==> src/rtl/toy_memory.sv <==
`timescale 1ns/1ps
`default_nettype none
// ============================================================================
// Module      : toy_memory
// Description : Byte-wide scratch memory behind a four-phase processor
//               handshake. An access is requested by raising mem_en with the
//               address on d_out. It then passes through one address cycle,
//               WAIT_STATES wait cycles and one transfer cycle. In DONE, ready
//               is raised and held until mem_en drops. Addresses at or above
//               2**DEPTH_LOG2 report err, return 8'hFF on reads and never
//               write. Dropping mem_en before the transfer edge aborts the
//               access. Memory contents are not affected by reset.
//
// Parameters  : DEPTH_LOG2  - log2 of storage size in bytes (1..8)
//               WAIT_STATES - wait cycles inserted before each transfer (0..15)
//
// Ports       : clk      in   system clock, rising edge
//               reset    in   asynchronous, active-low reset
//               mem_en   in   access request, held for the whole access
//               write_en in   1 = write, 0 = read; sampled with the address
//               d_out    in   address byte (request cycle) / write data (XFER)
//               d_in     out  registered read data
//               ready    out  registered access-complete flag
//               busy     out  high in ADDR, WAIT and XFER
//               err      out  address out of range, valid while ready = 1
//
// Revision    : 1.0 - initial release
// ============================================================================
module toy_memory #(
    parameter int DEPTH_LOG2  = 5,
    parameter int WAIT_STATES = 2
) (
    input  logic       clk,
    input  logic       reset,
    input  logic       mem_en,
    input  logic       write_en,
    input  logic [7:0] d_out,
    output logic [7:0] d_in,
    output logic       ready,
    output logic       busy,
    output logic       err
);

    localparam int         c_DEPTH     = 2 ** DEPTH_LOG2;
    localparam logic [8:0] c_DEPTH_W   = 9'(c_DEPTH);
    localparam logic [3:0] c_WAIT_LOAD = 4'(WAIT_STATES);

    typedef enum logic [2:0] {
        ST_IDLE = 3'd0,
        ST_ADDR = 3'd1,
        ST_WAIT = 3'd2,
        ST_XFER = 3'd3,
        ST_DONE = 3'd4
    } state_t;

    state_t     r_state;
    state_t     w_state_nxt;
    logic [3:0] r_cnt;
    logic [3:0] w_cnt_nxt;
    logic [7:0] r_addr;
    logic [7:0] w_addr_nxt;
    logic       r_wr;
    logic       w_wr_nxt;
    logic [7:0] r_d_in;
    logic [7:0] w_d_in_nxt;
    logic       r_ready;
    logic       w_ready_nxt;
    logic       r_err;
    logic       w_err_nxt;
    logic       w_mem_we;
    logic       w_in_range;

    // Storage has no reset: contents survive reset by design.
    logic [7:0] r_mem [c_DEPTH];

    // Widen by one bit so DEPTH_LOG2 = 8 (256 bytes) compares correctly.
    assign w_in_range = ({1'b0, r_addr} < c_DEPTH_W);

    // ------------------------------------------------------------------------
    // State and output registers
    // ------------------------------------------------------------------------
    always_ff @(posedge clk or negedge reset) begin
        if (!reset) begin
            r_state <= ST_IDLE;
            r_cnt   <= 4'd0;
            r_addr  <= 8'h00;
            r_wr    <= 1'b0;
            r_d_in  <= 8'h00;
            r_ready <= 1'b0;
            r_err   <= 1'b0;
        end else begin
            r_state <= w_state_nxt;
            r_cnt   <= w_cnt_nxt;
            r_addr  <= w_addr_nxt;
            r_wr    <= w_wr_nxt;
            r_d_in  <= w_d_in_nxt;
            r_ready <= w_ready_nxt;
            r_err   <= w_err_nxt;
        end
    end

    // ------------------------------------------------------------------------
    // Next-state and datapath decode
    // ------------------------------------------------------------------------
    always_comb begin
        w_state_nxt = r_state;
        w_cnt_nxt   = r_cnt;
        w_addr_nxt  = r_addr;
        w_wr_nxt    = r_wr;
        w_d_in_nxt  = r_d_in;
        w_ready_nxt = r_ready;
        w_err_nxt   = r_err;
        w_mem_we    = 1'b0;

        case (r_state)
            ST_IDLE: begin
                if (mem_en) begin
                    w_addr_nxt  = d_out;
                    w_wr_nxt    = write_en;
                    w_cnt_nxt   = c_WAIT_LOAD;
                    w_state_nxt = ST_ADDR;
                end
            end

            ST_ADDR: begin
                if (!mem_en) begin
                    w_cnt_nxt   = 4'd0;
                    w_state_nxt = ST_IDLE;
                end else if (c_WAIT_LOAD != 4'd0) begin
                    w_state_nxt = ST_WAIT;
                end else begin
                    w_state_nxt = ST_XFER;
                end
            end

            ST_WAIT: begin
                if (!mem_en) begin
                    w_cnt_nxt   = 4'd0;
                    w_state_nxt = ST_IDLE;
                end else if (r_cnt <= 4'd1) begin
                    // Counter reaches zero on this edge; WAIT therefore
                    // occupies exactly WAIT_STATES cycles.
                    w_cnt_nxt   = 4'd0;
                    w_state_nxt = ST_XFER;
                end else begin
                    w_cnt_nxt   = r_cnt - 4'd1;
                end
            end

            ST_XFER: begin
                if (!mem_en) begin
                    w_state_nxt = ST_IDLE;
                end else begin
                    w_state_nxt = ST_DONE;
                    if (r_wr) begin
                        w_mem_we = w_in_range;
                    end else begin
                        w_d_in_nxt = w_in_range ? r_mem[r_addr[DEPTH_LOG2-1:0]] : 8'hFF;
                    end
                end
            end

            ST_DONE: begin
                // ready rises on the first DONE edge and holds until the
                // processor releases mem_en.
                if (mem_en) begin
                    w_ready_nxt = 1'b1;
                    w_err_nxt   = ~w_in_range;
                end else begin
                    w_ready_nxt = 1'b0;
                    w_err_nxt   = 1'b0;
                    w_state_nxt = ST_IDLE;
                end
            end

            default: begin
                w_cnt_nxt   = 4'd0;
                w_ready_nxt = 1'b0;
                w_err_nxt   = 1'b0;
                w_state_nxt = ST_IDLE;
            end
        endcase
    end

    // ------------------------------------------------------------------------
    // Memory write port; only an XFER with mem_en still high can write, and
    // reset forces IDLE, so a cancelled access never reaches this port.
    // ------------------------------------------------------------------------
    always_ff @(posedge clk) begin
        if (w_mem_we) begin
            r_mem[r_addr[DEPTH_LOG2-1:0]] <= d_out;
        end
    end

    assign d_in  = r_d_in;
    assign ready = r_ready;
    assign err   = r_err;
    assign busy  = (r_state == ST_ADDR) || (r_state == ST_WAIT) || (r_state == ST_XFER);

endmodule
`default_nettype wire
==> config.mk <==
export PLATFORM = sky130hd
export DESIGN_NAME = toy_memory
export DESIGN_NICKNAME = d
export VERILOG_FILES = /design/src/rtl/toy_memory.sv
export SDC_FILE = /design/constraint.sdc
export NUM_CORES = 1
export LEC_CHECK = 0
export CAP_MARGIN = 20
export CORE_ASPECT_RATIO = 0.6
export CORE_MARGIN = 3
export CORE_UTILIZATION = 38
export CTS_CLUSTER_SIZE = 20
export DETAILED_ROUTE_END_ITERATION = 10
export DONT_BUFFER_PORTS = 1
export GPL_TIMING_DRIVEN = 0
export REMOVE_ABC_BUFFERS = 1
export SLEW_MARGIN = 10
export SYNTH_ARGS = -nofsm -noshare
export SYNTH_HDL_FRONTEND = slang
export SYNTH_SLANG_ARGS = --single-unit
==> constraint.sdc <==
create_clock -name clk -period 5.2 [get_ports clk]
set_clock_uncertainty 0.2 [all_clocks]
set_input_delay 0.78 -clock clk [delete_from_list [all_inputs] [get_ports clk]]
set_output_delay 0.78 -clock clk [all_outputs]
set_load 0.03 [all_outputs]
==> reports/results.ini, run 1 <==
[placed_design]
place_congestion=0.785
place_inst=918
io_buffers=0
placed_area_mm2=0.0115
dp_hpwl_um=15600

[pwr]
p_sw_mw=1.59
seqPwrFrac_pct=51.1
clkPwrFrac_pct=31.9
sw_frac_of_total_pct=28.4
p_per_area_mw_per_mm2=455
pwr-share-comb_pct=17.0
p_leak_nw=3.88
p_int_mw=4.00
ir_worst_vdd_mv=0.230

[global_routing]
grt_pass1_vias=5490
antenna_found_initial=0
grt_max_degree=44
grt_pass1_wl_um=37200
grtUsageTotal_pct=16.1
grt_overflow_total=0

[finish]
stdcell_count=968
design_area_mm2=0.0123
multi_input_area_mm2=0.00260
area_growth_pct=9.98
register_area_mm2=0.00835
layout.nets=595
fill_cells=2405
drive_above_1_share_pct=18.0

[worst_setup_path]
cp-start-kind=flip-flop
rr_endpoint=r_mem[4][6]$_DFFE_PP_
critPathMaxFanout=11
r2r_start=r_state[2]$_DFFE_PN0P_
arrival_ps=2970
critPathKind=reg -> reg
critPathRequiredTime_ps=5150
r2r_setup_slack_ps=2180
cp-end-kind=flip-flop
r2r_cells=4

[clocking]
cts_root_buffer=clkbuf_16
cts_resized=0
clkTransAtPathRegs_ps=70
h-tree-depth=1
cts_num_sinks=282
cts_max_path_buffers=3
clk_latency_ps=530
tritoncts=built
cts_buffers=25

[drt]
vias=5547
via_per_inst=5.73
drt-initial-drc-count=698
wl_per_cell_um=25.6
drtPass1Iterations=5
ant_nets=0
routed_wl_um=24700
post-route-drc-count=0

[die]
die_y_um=139
initial_core_util_pct=39.6
ios=23
dieArea_mm2=0.0316
rows=47
fp.dieW_um=227
core_mm2=0.0282

[hold_path]
whs_endpoint=r_mem[29][1]$_DFFE_PP_
hold_depth=0
worstHoldPathType=in -> reg
hold_start=d_out[1]

[yosys]
synth_most_common_cell=edfxtp_1
netlist.area_leader.share_pct=68.8
syn-cell-area_mm2=0.0112
ys_types=60
yosys-top-cells-area=edfxtp_1 (69%), mux4_2 (9.7%), dfrtp_1 (5.8%), mux2i_1 (3.0%), nor2_1 (1.7%)
yosysWarnings=0
synth-seq-cells=282
netlist_instances=579
synth.avg_cell_area_um2=19.3
yosys_most_used_dff=edfxtp_1
ys_top_cells_by_count=edfxtp_1 (256), nor2_1 (50), mux4_2 (48), mux2i_1 (33), dfrtp_1 (26)
ys_seq_area_share_pct=74.7
synth-async-reset-ratio_pct=9.22
synth_edf_count=256
yosys.area.top_type=edfxtp_1

[timing]
finalHoldWorstSlack_ps=145
worstMarginPinSlew_ps=1090
rsz0062_at_grt=false
final_max_slew_viol_count=0
post-route-period-util_pct=58.0
hold_viol=0
max_freq_ghz=0.331
relSlewSlack_pct=26.7
setup-violations-final=0
min_period_ps=3020

[status]
status=completed

[job]
maxCapViolCount=0

-- worst max path at each step --
| stage | end | startpoint | cells past startpoint | slack [ps] |
|---|---|---|---|---|
| after floorplan | r_mem[19][0]$_DFFE_PP_ | r_addr[1]$_DFFE_PN0P_ | 2 | 1160 |
| after global placement | r_mem[27][1]$_DFFE_PP_ | r_addr[1]$_DFFE_PN0P_ | 2 | -1160 |
| after detailed placement | r_mem[4][5]$_DFFE_PP_ | mem_en | 4 | 2010 |
| after CTS | r_mem[31][3]$_DFFE_PP_ | r_addr[0]$_DFFE_PN0P_ | 3 | 2120 |
| after global routing | r_mem[31][2]$_DFFE_PP_ | r_addr[0]$_DFFE_PN0P_ | 3 | 1990 |
| final | r_mem[4][6]$_DFFE_PP_ | r_state[2]$_DFFE_PN0P_ | 4 | 2180 |
-- cell families (layout without fill, tap and decap cells) --
kind of cell | after synthesis | count (layout) | share of synthesized area (%)
multiplexers | 93 | 93 | 13.8
AO/OA/AOI/OAI | 60 | 60 | 3.92
XOR/XNOR | 1 | 1 | 0.0784
adder cells (fa/ha/maj) | 2 | 2 | 0.224
other | 0 | 2 | 0
AND/OR/NAND/NOR | 107 | 107 | 5.18
flip-flops | 282 | 282 | 74.7
buffers and inverters | 34 | 54 | 2.09
-- sequential cells by signal, indices dropped and copies added (netlist names) --
name / count
r_state: 3
d_in: 8
r_cnt: 4
r_addr: 8
err: 1
r_wr: 1
r_mem: 256
ready: 1
-- placed cells by master, fill, tap and decap left out, drive strengths merged, types with 7 or more instances in the layout --
cell,synthesis,routed
nor3,7,7
a22oi,10,10
nor2,51,51
mux4,48,48
dfrtp,26,26
nand2,10,10
mux2i,33,33
o22ai,14,14
a22o,9,9
mux2,12,12
edfxtp,256,256
clkbuf,2,25
clkinv,0,15
-- what timing repair did --
action | CTS | global route
setup buffers | 0 | 0
hold buffers | 2 | 0
hold endpoints to repair | 26 | 0
-- power groups by stage --
stage                     sequential, mW  clock [mW]  combinational, mW
after floorplan                     2.88           0              0.655
after global placement              3.01           0              0.873
after detailed placement            2.91           0              0.938
after CTS                           2.86        1.82              0.949
after global routing                2.87        1.93               1.02
final                               2.85        1.78              0.952
-- critical path, stage by stage, from the launching register on --
cell	delay, ps
dfrtp_1	510
and4b_1	330
and3_1	240
or3b_1	610
nor2_1	760
-- metal layers --
metal | share of wire, % | global-route usage (%)
met4 | 1.7 | 3.36
met1 | 47 | 26.2
met3 | 8.6 | 3.55
met2 | 42 | 22.2
met5 | 0 | 0
-- cell type report --
class | instances | area share, %
sequential | 282 | 67.9
multi-input combinational | 263 | 21.1
clock buffer | 25 | 5.09
tap | 367 | 3.74
clock inverter | 20 | 1.19
timing repair buffer | 5 | 0.733
inverter | 4 | 0.122
antenna | 2 | 0.0407
-- per-stage QoR --
| stage | total power [mW] | util [%] | TNS, ps | setup slack, ps |
|---|---|---|---|---|
| 2_1_floorplan | 3.53 | - | 0 | 1160 |
| 3_3_place_gp | 3.88 | 40.4 | -164110 | -1160 |
| 3_5_place_dp | 3.85 | 40.6 | 0 | 2010 |
| 4_1_cts | 5.63 | 43.5 | 0 | 2120 |
| 5_1_grt | 5.82 | 43.5 | 0 | 1990 |
| 6_report | 5.59 | 43.5 | 0 | 2180 |
Note: power is estimated with default switching activity, not from simulation.
==> run 2: changes to the inputs <==
--- a/config.mk
+++ b/config.mk
@@ -5,6 +5,7 @@
 export SDC_FILE = /design/constraint.sdc
 export NUM_CORES = 1
 export LEC_CHECK = 0
+export ABC_AREA = 1
 export CAP_MARGIN = 20
 export CORE_ASPECT_RATIO = 0.6
 export CORE_MARGIN = 3
==> constraint.sdc (replaced) <==
create_clock -name clk -period 3 [get_ports clk]
set_clock_uncertainty 0.2 [all_clocks]
set_input_delay 0.45 -clock clk [delete_from_list [all_inputs] [get_ports clk]]
set_output_delay 0.45 -clock clk [all_outputs]
set_load 0.03 [all_outputs]
==> run 2 against run 1 <==
  * Flip-flop and latch count unchanged
  * Final cell count increased by 63%
  * Register-to-register slack got worse by 2100 ps
  * Wire length increased by 17%
  * Critical path type unchanged
  * Core utilization increased by 0.83 points
==> reports/results.ini, run 2 <==
[die]
dieArea_mm2=0.0335
initial_core_util_pct=39.1
fp.dieW_um=234
core_mm2=0.0303
rows=49
die_y_um=143
ios=23

[clocking]
cts_buffers=24
clkTransAtPathRegs_ps=70
clk_latency_ps=530
h-tree-depth=1
cts_max_path_buffers=3
cts_root_buffer=clkbuf_16
cts_num_sinks=282
tritoncts=built

[pwr]
p_per_area_mw_per_mm2=852
ir_worst_vdd_mv=0.451
p_leak_nw=5.36
total_power_mw=11.5

[yosys]
ys_top_cells_by_count=nand2_1 (623), edfxtp_1 (256), nor2_1 (82), nand3_1 (31), inv_1 (28)
synth-seq-cells=282
synth_most_common_cell=nand2_1
synth-async-reset-ratio_pct=9.22
yosys-top-cells-area=edfxtp_1 (65%), nand2_1 (20%), dfrtp_1 (5.5%), nor2_1 (2.6%), nand3_1 (1.3%)
netlist_instances=1143
synth_edf_count=256
yosysWarnings=0
ys_seq_area_share_pct=70.2
ys_types=26
yosys.area.top_type=edfxtp_1
synth.avg_cell_area_um2=10.4
netlist.area_leader.share_pct=64.7
syn-cell-area_mm2=0.0119
yosys_most_used_dff=edfxtp_1

[job]
maxCapViolCount=0

[drt]
wl_per_cell_um=18.3
vias=7797
drt-initial-drc-count=810
routed_wl_um=28900
m1WireLength_um=14200
met3_length_um=2520
top_layer=met4
ant_nets=0
post-route-drc-count=0
via_per_inst=4.95
drtPass1Iterations=5
wl_met2_um=11600

[worst_setup_path]
crit_buf_inv=1
cpPeakStageDelay_ps=660
critPathSlowestCell=nor2_1
critPathMaxFanout=8
cp-start-kind=flip-flop
path_cells=nor3_1 -> inv_1 -> nor3_4 -> nand2_1 -> nor2_1
critPathRequiredTime_ps=2950
critPathKind=reg -> reg
cpLargestDelayFamily=simple AND/OR/NAND/NOR gates
arrival_ps=2890
cp-end-kind=flip-flop

[timing]
tns_ps=0
final_max_slew_viol_count=0
worstMarginPinSlew_ps=766
setup-violations-final=0
hold_viol=0
max_freq_ghz=0.340
rsz0062_at_grt=true
relSlewSlack_pct=48.7
post-route-period-util_pct=98.1
min_period_ps=2940

[finish]
final_cell_mix=nand2_1 (623), edfxtp_1 (256), nor2_1 (53)
area_growth_pct=13.4
stdcell_count=1576
layout_commonest_cell=nand2_1
design_area_mm2=0.0135
largest_reg_flops=256
drive_above_1_share_pct=9.68
layout.nets=1164

[global_routing]
grt_max_degree=66
grt_overflow_total=0
grt_pass1_vias=7273
grt_pass1_wl_um=44000
antenna_found_initial=0
grtUsageTotal_pct=17.5

[hold_path]
worstHoldPathType=in -> reg

[placed_design]
placed_area_mm2=0.0122
dp_hpwl_um=17200
place_congestion=0.847
io_buffers=0
place_inst=1512

[status]
status=completed

[run 2: power by group]
group          switching (mW)  internal, mW
Sequential              0.343          4.44
Clock                    1.38          1.69
Combinational            2.60          1.00
[run 2: cell type report]
class                   count  area [µm²]
well taps                 408         510
flip-flops and latches    282        8340
clock buffers              29         641
repair buffers             23         362
clock inverters            14         115
inverters                  32         140
diodes                      1        2.50
fillers                  2792       16900
multi-input cells         787        3340
[run 2: repair_timing]
item                       CTS  global route
hold endpoints to repair   297             0
gates resized for setup     37            17
pin swaps                    1             1
setup endpoints to repair  134           138
buffers inserted             8             0
hold buffers                12             0
[run 2: worst paths after layout]
path	startpoint	endpoint	slack, ps	depth (start not counted)
max	r_addr[6]$_DFFE_PN0P_	r_mem[19][3]$_DFFE_PP_	60	5
min	d_out[7]	r_mem[30][7]$_DFFE_PP_	20	1
max reg2reg	r_addr[6]$_DFFE_PN0P_	r_mem[19][3]$_DFFE_PP_	60	5
min reg2reg	r_state[0]$_DFFE_PN0P_	r_state[0]$_DFFE_PN0P_	300	1
max in group asynchronous	reset	r_addr[0]$_DFFE_PN0P_	2260	2
min in group asynchronous	reset	d_in[6]$_DFFE_PN0P_	170	2
[run 2: cells by family (layout without fill, tap and decap cells)]
family	after synthesis	after routing	share of synthesized area [%]
multiplexers	3	3	0.285
buffers and inverters	74	98	3.10
adder cells (fa/ha/maj)	2	2	0.211
AO/OA/AOI/OAI	23	23	1.00
flip-flops	282	282	70.2
other	0	1	0
AND/OR/NAND/NOR	759	759	25.2
[run 2: per-stage QoR]
| stage | setup slack [ps] | hold slack [ps] | util (%) |
|---|---|---|---|
| finish | 58.2 | 22.4 | 44.3 |
| global route | -163 | 18.0 | 44.3 |
| detailed placement | -1080 | -44.9 | 40.3 |
| floorplan | -2650 | -45.6 | - |
| global placement | -7360 | -45.1 | 40.0 |
| CTS | 26.8 | 14.1 | 44.2 |
[run 2: routing by layer]
layer | GRT usage (%) | vias up
met5 | 0 | -
met4 | 3.67 | 0
met3 | 4.33 | 47
met2 | 24.2 | 245
met1 | 27.7 | 3752
li1 | - | 3753
